## config.mk

```make
export PLATFORM = sky130hd
export DESIGN_NAME = datamover_cmd_arbiter
export DESIGN_NICKNAME = d
export VERILOG_FILES = /design/src/rtl/datamover_cmd_arbiter_pkg.sv /design/src/rtl/datamover_id_fifo.sv /design/src/rtl/datamover_cmd_arbiter.sv
export SDC_FILE = /design/constraint.sdc
export NUM_CORES = 1
export LEC_CHECK = 0
export ABC_CLOCK_PERIOD_IN_PS = 3500
export CAP_MARGIN = 20
export CELL_PAD_IN_SITES_DETAIL_PLACEMENT = 1
export CELL_PAD_IN_SITES_GLOBAL_PLACEMENT = 2
export CORE_MARGIN = 2
export CORE_UTILIZATION = 21
export CTS_CLUSTER_SIZE = 14
export DETAILED_ROUTE_END_ITERATION = 8
export MAX_ROUTING_LAYER = met4
export PLACE_DENSITY_LB_ADDON = 0.08
export SETUP_SLACK_MARGIN = 0.15
export SYNTH_ARGS = -nofsm -noshare
export SYNTH_HDL_FRONTEND = slang
export SYNTH_SLANG_ARGS = --single-unit
```

## constraint.sdc

```tcl
create_clock -name clk -period 3.5 [get_ports clk]
set_clock_uncertainty 0.2 [all_clocks]
set_input_delay 0.35 -clock clk [delete_from_list [all_inputs] [get_ports clk]]
set_output_delay 0.35 -clock clk [all_outputs]
set_load 0.02 [all_outputs]
```

## src/rtl/datamover_cmd_arbiter_pkg.sv

```systemverilog
// Shared constants and FSM encoding for the DataMover command/status arbiter.
package datamover_cmd_arbiter_pkg;

  localparam int DM_CMD_WIDTH     = 72;
  localparam int DM_CMD_TAG_LSB   = 64;
  localparam int DM_CMD_TAG_WIDTH = 4;
  localparam int DM_STS_ERR_LSB   = 4;
  localparam int DM_STS_ERR_WIDTH = 3;

  typedef enum logic {
    ST_IDLE  = 1'b0,
    ST_ISSUE = 1'b1
  } arb_state_e;

endpackage

```

## src/rtl/datamover_id_fifo.sv

```systemverilog
// In-order FIFO of 1-bit requester IDs; head names the owner of the next status beat.
module datamover_id_fifo #(
  parameter int DEPTH = 4
) (
  input  logic       clk,
  input  logic       resetn,
  input  logic       push_i,
  input  logic       din_i,
  input  logic       pop_i,
  output logic       dout_o,
  output logic       full_o,
  output logic       empty_o,
  output logic [4:0] count_o
);

  localparam int         AW      = (DEPTH > 1) ? $clog2(DEPTH) : 1;
  localparam logic [4:0] DEPTH_C = 5'(DEPTH);

  logic [DEPTH-1:0] mem_q;
  logic [AW-1:0]    wr_ptr_q;
  logic [AW-1:0]    rd_ptr_q;
  logic [4:0]       count_q;

  // DEPTH is a power of two, so pointers wrap by plain overflow.
  always_ff @(posedge clk) begin
    if (!resetn) begin
      mem_q    <= '0;
      wr_ptr_q <= '0;
      rd_ptr_q <= '0;
      count_q  <= '0;
    end else begin
      if (push_i) begin
        mem_q[wr_ptr_q] <= din_i;
        wr_ptr_q        <= wr_ptr_q + 1'b1;
      end
      if (pop_i) begin
        rd_ptr_q <= rd_ptr_q + 1'b1;
      end
      case ({push_i, pop_i})
        2'b10:   count_q <= count_q + 5'd1;
        2'b01:   count_q <= count_q - 5'd1;
        default: count_q <= count_q;
      endcase
    end
  end

  assign dout_o  = mem_q[rd_ptr_q];
  assign full_o  = (count_q == DEPTH_C);
  assign empty_o = (count_q == 5'd0);
  assign count_o = count_q;

endmodule

```

## src/rtl/datamover_cmd_arbiter.sv

```systemverilog
// Round-robin sharing of one DataMover command/status pair between two requesters.
// Optional statistics counters are enabled with DATAMOVER_CMD_ARBITER_STATS_EN.
module datamover_cmd_arbiter
  import datamover_cmd_arbiter_pkg::*;
#(
  parameter int C_STS_WIDTH       = 8,
  parameter int C_MAX_OUTSTANDING = 4
) (
  input  logic                    clk,
  input  logic                    resetn,
  input  logic [DM_CMD_WIDTH-1:0] s0_axis_cmd_tdata,
  input  logic                    s0_axis_cmd_tvalid,
  output logic                    s0_axis_cmd_tready,
  input  logic [DM_CMD_WIDTH-1:0] s1_axis_cmd_tdata,
  input  logic                    s1_axis_cmd_tvalid,
  output logic                    s1_axis_cmd_tready,
  output logic [DM_CMD_WIDTH-1:0] m_axis_cmd_tdata,
  output logic                    m_axis_cmd_tvalid,
  input  logic                    m_axis_cmd_tready,
  input  logic [C_STS_WIDTH-1:0]  s_axis_sts_tdata,
  input  logic                    s_axis_sts_tvalid,
  output logic                    s_axis_sts_tready,
  output logic [C_STS_WIDTH-1:0]  m0_axis_sts_tdata,
  output logic                    m0_axis_sts_tvalid,
  input  logic                    m0_axis_sts_tready,
  output logic [C_STS_WIDTH-1:0]  m1_axis_sts_tdata,
  output logic                    m1_axis_sts_tvalid,
  input  logic                    m1_axis_sts_tready,
  output logic [4:0]              outstanding
`ifdef DATAMOVER_CMD_ARBITER_STATS_EN
  ,
  output logic [15:0]             grant_count0,
  output logic [15:0]             grant_count1,
  output logic [7:0]              sts_error_count
`endif
);

  // All streams use AXI-Stream rules: a beat transfers on a cycle where tvalid and
  // tready are both high; a source holds tvalid and tdata stable until that cycle.

  arb_state_e              state_q, state_d;
  logic                    prio_q;
  logic [DM_CMD_WIDTH-1:0] cmd_q;
  logic                    grant;
  logic                    winner;
  logic                    fifo_head;
  logic                    fifo_full;
  logic                    fifo_empty;
  logic                    sel_sts_ready;
  logic                    sts_pop;

  always_comb begin
    state_d = state_q;
    grant   = 1'b0;
    winner  = 1'b0;
    case (state_q)
      ST_IDLE: begin
        if ((s0_axis_cmd_tvalid || s1_axis_cmd_tvalid) && !fifo_full) begin
          grant   = 1'b1;
          winner  = (s0_axis_cmd_tvalid && s1_axis_cmd_tvalid) ? prio_q : s1_axis_cmd_tvalid;
          state_d = ST_ISSUE;
        end
      end
      ST_ISSUE: begin
        if (m_axis_cmd_tready) state_d = ST_IDLE;
      end
      default: state_d = ST_IDLE;
    endcase
  end

  // prio_q names the requester that wins a tie; it moves away from each winner.
  always_ff @(posedge clk) begin
    if (!resetn) begin
      state_q <= ST_IDLE;
      prio_q  <= 1'b0;
      cmd_q   <= '0;
    end else begin
      state_q <= state_d;
      if (grant) begin
        prio_q <= ~winner;
        cmd_q  <= winner ? s1_axis_cmd_tdata : s0_axis_cmd_tdata;
      end
    end
  end

  assign s0_axis_cmd_tready = grant && !winner;
  assign s1_axis_cmd_tready = grant && winner;
  assign m_axis_cmd_tdata   = cmd_q;
  assign m_axis_cmd_tvalid  = (state_q == ST_ISSUE);

  datamover_id_fifo #(
    .DEPTH(C_MAX_OUTSTANDING)
  ) u_id_fifo (
    .clk     (clk),
    .resetn  (resetn),
    .push_i  (grant),
    .din_i   (winner),
    .pop_i   (sts_pop),
    .dout_o  (fifo_head),
    .full_o  (fifo_full),
    .empty_o (fifo_empty),
    .count_o (outstanding)
  );

  // Status is steered by the FIFO head; with no owner on record it is held off.
  assign sel_sts_ready      = fifo_head ? m1_axis_sts_tready : m0_axis_sts_tready;
  assign s_axis_sts_tready  = !fifo_empty && sel_sts_ready;
  assign m0_axis_sts_tvalid = s_axis_sts_tvalid && !fifo_empty && !fifo_head;
  assign m1_axis_sts_tvalid = s_axis_sts_tvalid && !fifo_empty && fifo_head;
  assign m0_axis_sts_tdata  = s_axis_sts_tdata;
  assign m1_axis_sts_tdata  = s_axis_sts_tdata;
  assign sts_pop            = s_axis_sts_tvalid && s_axis_sts_tready;

`ifdef DATAMOVER_CMD_ARBITER_STATS_EN
  logic [15:0] grant_count0_q;
  logic [15:0] grant_count1_q;
  logic [7:0]  sts_error_count_q;

  always_ff @(posedge clk) begin
    if (!resetn) begin
      grant_count0_q    <= '0;
      grant_count1_q    <= '0;
      sts_error_count_q <= '0;
    end else begin
      if (grant && !winner) grant_count0_q <= grant_count0_q + 16'd1;
      if (grant && winner)  grant_count1_q <= grant_count1_q + 16'd1;
      if (sts_pop && (|s_axis_sts_tdata[DM_STS_ERR_LSB +: DM_STS_ERR_WIDTH])
          && (sts_error_count_q != 8'hFF)) begin
        sts_error_count_q <= sts_error_count_q + 8'd1;
      end
    end
  end

  assign grant_count0    = grant_count0_q;
  assign grant_count1    = grant_count1_q;
  assign sts_error_count = sts_error_count_q;
`endif

endmodule
```

==> flow_results.xml <==
<?xml version="1.0" encoding="UTF-8"?>
<metrics>
  <group name="synthesis">
    <metric name="ys_top_cells_by_area" unit="">sky130_fd_sc_hd__dfxtp_1 37%, sky130_fd_sc_hd__a311oi_2 22%, sky130_fd_sc_hd__nand2_1 12%</metric>
    <metric name="synth.area.mux_share" unit="">0.00989</metric>
    <metric name="yosysWarningCount" unit="">0</metric>
    <metric name="ys_types" unit="">37</metric>
    <metric name="synth_fp_nets" unit="">689</metric>
    <metric name="combinational_family_with_the_most_area_after_synthesis" unit="">compound AO/OA/AOI/OAI gates</metric>
    <metric name="synthCells" unit="">520</metric>
    <metric name="post_synth.cell_area_avg" unit="sq um">9.00</metric>
    <metric name="library_cell_with_the_largest_summed_area_after_synthesis" unit="">sky130_fd_sc_hd__dfxtp_1</metric>
    <metric name="synth_seq_area_share" unit="">0.372</metric>
    <metric name="synth_simple_gate_area_frac" unit="">0.232</metric>
    <metric name="synth_compound_gate_area_share" unit="">0.258</metric>
    <metric name="synth-xor-area-share" unit="">0.00936</metric>
    <metric name="post_synth_fa_ha_maj_area_fraction" unit="">0.0257</metric>
    <metric name="area_fraction_of_the_dominant_cell_type_after_synthesis" unit="">0.372</metric>
    <metric name="yosys_register_bits" unit="">87</metric>
    <metric name="mappedNetlistArea" unit="sq um">4680</metric>
  </group>
  <group name="grt">
    <metric name="grt_max_degree" unit="">147</metric>
    <metric name="number_of_antenna_violations_at_the_first_check_in_global_routing" unit="">1</metric>
    <metric name="via_count_of_the_first_global_routing_pass" unit="">4855</metric>
    <metric name="globalRouteTotalUtil" unit="">0.147</metric>
    <metric name="globalRoute.totalOverflow" unit="">0</metric>
    <metric name="grt_pass1_wl" unit="microns">26700</metric>
  </group>
  <group name="routing">
    <metric name="first_iter_violations" unit="">135</metric>
    <metric name="route.detailed.drc" unit="">0</metric>
    <metric name="drt_via_density" unit="">4.43</metric>
    <metric name="routed-via-count" unit="">4442</metric>
    <metric name="detail_route.wl_per_cell" unit="microns">16.8</metric>
    <metric name="firstDrtPassIters" unit="">4</metric>
    <metric name="route.final.wire_length" unit="microns">16800</metric>
    <metric name="antenna_left" unit="">0</metric>
  </group>
  <group name="sta">
    <metric name="max_slew.worst_pin.slew" unit="ns">0.982</metric>
    <metric name="finalSetupViolCount" unit="">0</metric>
    <metric name="timing.setup.tns" unit="ns">0</metric>
    <metric name="timing_hold_violations_final" unit="">0</metric>
    <metric name="report.final.slew_viol_count" unit="">0</metric>
    <metric name="layout_min_cycle_time" unit="ns">3.16</metric>
    <metric name="slew_headroom" unit="">0.345</metric>
    <metric name="grt_setup_unrepaired" unit="">false</metric>
    <metric name="achievable-frequency" unit="MHz">316</metric>
    <metric name="portion_of_the_clock_cycle_consumed_by_the_worst_path_in_the_final_layout" unit="">0.903</metric>
  </group>
  <group name="die">
    <metric name="floorplan.io_pins" unit="">259</metric>
    <metric name="placementRows" unit="">54</metric>
    <metric name="coreArea" unit="sq um">21800</metric>
    <metric name="die_y" unit="microns">153</metric>
    <metric name="die_w" unit="microns">153</metric>
    <metric name="die_area" unit="sq um">23500</metric>
    <metric name="initial_core_utilization" unit="">0.214</metric>
  </group>
  <group name="clock_tree">
    <metric name="clock-sinks" unit="">87</metric>
    <metric name="tritoncts.num_buffers" unit="">9</metric>
    <metric name="clk_path_buf_depth" unit="">2</metric>
    <metric name="clk_transition_reported_paths" unit="ns">0.07</metric>
    <metric name="clock_latency" unit="ns">0.35</metric>
    <metric name="ctsHtreeMaxLevel" unit="">3</metric>
    <metric name="tritoncts" unit="">yes</metric>
    <metric name="cts_root_buf" unit="">sky130_fd_sc_hd__clkbuf_16</metric>
  </group>
  <group name="run">
    <metric name="maxcap_viol_count" unit="">0</metric>
  </group>
  <group name="pwr">
    <metric name="cellInternalPower" unit="W">0.00271</metric>
    <metric name="static-leakage-power" unit="nW">2.69</metric>
    <metric name="swShare" unit="">0.373</metric>
    <metric name="clockPowerShare" unit="">0.248</metric>
    <metric name="power_switching" unit="W">0.00162</metric>
    <metric name="p_per_area" unit="nW/um^2">581</metric>
    <metric name="post-layout-total-power" unit="W">0.00433</metric>
    <metric name="combPwrFrac" unit="">0.439</metric>
    <metric name="peak_supply_drop" unit="mV">0.270</metric>
    <metric name="sequential_fraction_of_design_power" unit="">0.313</metric>
  </group>
  <group name="place">
    <metric name="place.detailed.hpwl" unit="microns">11400</metric>
    <metric name="gp_congestion" unit="">0.730</metric>
    <metric name="dpl.cell_count" unit="">984</metric>
    <metric name="place.port_buffers" unit="">234</metric>
  </group>
  <group name="worst_hold_path">
    <metric name="worst_hold_path_type" unit="">reg -&gt; reg</metric>
  </group>
  <group name="final_layout">
    <metric name="final_cell_count_without_fillers" unit="">1003</metric>
    <metric name="mostFrequentLayoutCell" unit="">sky130_fd_sc_hd__clkdlybuf4s50_1</metric>
    <metric name="layout-drive-gt1-share" unit="">0.193</metric>
    <metric name="layout.cells.most_common_list" unit="">234 x sky130_fd_sc_hd__clkdlybuf4s50_1, 151 x sky130_fd_sc_hd__nand2_1, 86 x sky130_fd_sc_hd__dfxtp_1</metric>
    <metric name="areaGrowthSynthToFinish" unit="%">59.1</metric>
    <metric name="fin_nets" unit="">886</metric>
  </group>
  <group name="setup_path">
    <metric name="worstPathMaxFanout" unit="">4</metric>
    <metric name="timing.critical_path.from_type" unit="">flip-flop</metric>
    <metric name="worst-endpoint-required" unit="ns">3.54</metric>
    <metric name="endpoint_kind" unit="">flip-flop</metric>
    <metric name="path_class" unit="">reg -&gt; reg</metric>
    <metric name="critical_path_arrival" unit="ns">3.20</metric>
  </group>
  <group name="run_status">
    <metric name="outcome" unit="">completed</metric>
  </group>
</metrics>
## stage by stage
stage	setup WS [ns]	hold slack, ns	cell area (sq um)	utilization
floorplan	0.383	0.246	4680	-
global placement	0.253	0.277	7070	0.324
detailed placement	0.189	0.275	7070	0.324
CTS	0.189	0.287	7400	0.339
global route	0.154	0.310	7450	0.341
finish	0.340	0.279	7450	0.341
## per-layer routing
metal / share of wire / track usage / routed length [microns] / vias up
met4: 0.027 / 0.0547 / 448 / 0
li1: - / - / - / 2171
met5: 0 / - / 0 / -
met1: 0.43 / 0.176 / 7210 / 2088
met3: 0.080 / 0.0522 / 1350 / 25
met2: 0.46 / 0.228 / 7790 / 158
## power by group through the flow
stage	Clock (W)	Combinational (W)	Sequential (W)
2_1_floorplan	0	0.000987	0.00158
3_3_place_gp	0	0.00187	0.00136
3_5_place_dp	0	0.00189	0.00137
4_1_cts	0.00113	0.00190	0.00136
5_1_grt	0.00118	0.00207	0.00139
6_report	0.00108	0.00190	0.00135
## cells by family after synthesis
| kind of cell | count (synthesis) |
|---|---|
| flip-flops | 87 |
| AO/OA/AOI/OAI | 96 |
| AND/OR/NAND/NOR | 254 |
| multiplexers | 3 |
| adder cells (fa/ha/maj) | 9 |
| XOR/XNOR | 5 |
| buffers and inverters | 66 |
## state kept, by name (all words and copies together), names as in the netlist
register / cells
m_axis_cmd_tdata: 72
u_id_fifo.rd_ptr_q: 2
u_id_fifo.wr_ptr_q: 2
u_id_fifo.mem_q: 4
m_axis_cmd_tvalid: 1
u_id_fifo.count_o: 5
prio_q: 1
## layout make-up
class | instances | area, sq um
timing repair buffer | 243 | 2450
antenna | 1 | 2.50
fill | 2507 | 14400
inverter | 9 | 36.3
clock inverter | 7 | 96.3
tap | 280 | 350
sequential | 87 | 1740
multi-input combinational | 367 | 2550
clock buffer | 9 | 225
## Yosys cell counts (all sizes together)
cell type and number:
nand2 151, dfxtp 87, nor2 87, a311oi 73, buf 33, clkbuf 24
a21oi 12, inv 9, ha 8, o21ai 7, nand3 6, nor2b 3
xnor2 3, a21o 2, mux2i 2, nand2b 2, xor2 2, fa 1
mux4 1, nor3 1, nor3b 1, nor4 1, o21a 1, o31ai 1
or3b 1, or4 1
## critical path, stage by stage, from the launching register on
cell and delay (ns):
sky130_fd_sc_hd__dfxtp_2 0.36, sky130_fd_sc_hd__mux4_2 0.57, sky130_fd_sc_hd__mux2i_4 0.23, sky130_fd_sc_hd__nor2_4 0.15
sky130_fd_sc_hd__ha_4 0.17, sky130_fd_sc_hd__inv_1 0.07, sky130_fd_sc_hd__fa_1 0.38, sky130_fd_sc_hd__nor2b_1 0.16
sky130_fd_sc_hd__o21ai_1 0.09, sky130_fd_sc_hd__nand3_1 0.09, sky130_fd_sc_hd__or3b_2 0.46, sky130_fd_sc_hd__mux2i_1 0.13
## final timing paths
check                                            end                   from  depth (start not counted)  slack (ns)
worst min register to register    u_id_fifo.mem_q[1]     u_id_fifo.mem_q[1]                          2        0.28
worst max register to register  u_id_fifo.count_o[4]  u_id_fifo.rd_ptr_q[0]                         11        0.34
worst max-delay path            u_id_fifo.count_o[4]  u_id_fifo.rd_ptr_q[0]                         11        0.34
worst min-delay path              u_id_fifo.mem_q[1]     u_id_fifo.mem_q[1]                          2        0.28
## what timing repair did
action | in CTS | in global routing
hold buffers | 0 | 0
setup buffers | 0 | 2
gates resized for setup | 0 | 7
setup endpoints to repair | 0 | 1
No activity file was read; power rests on OpenSTA's default activity.
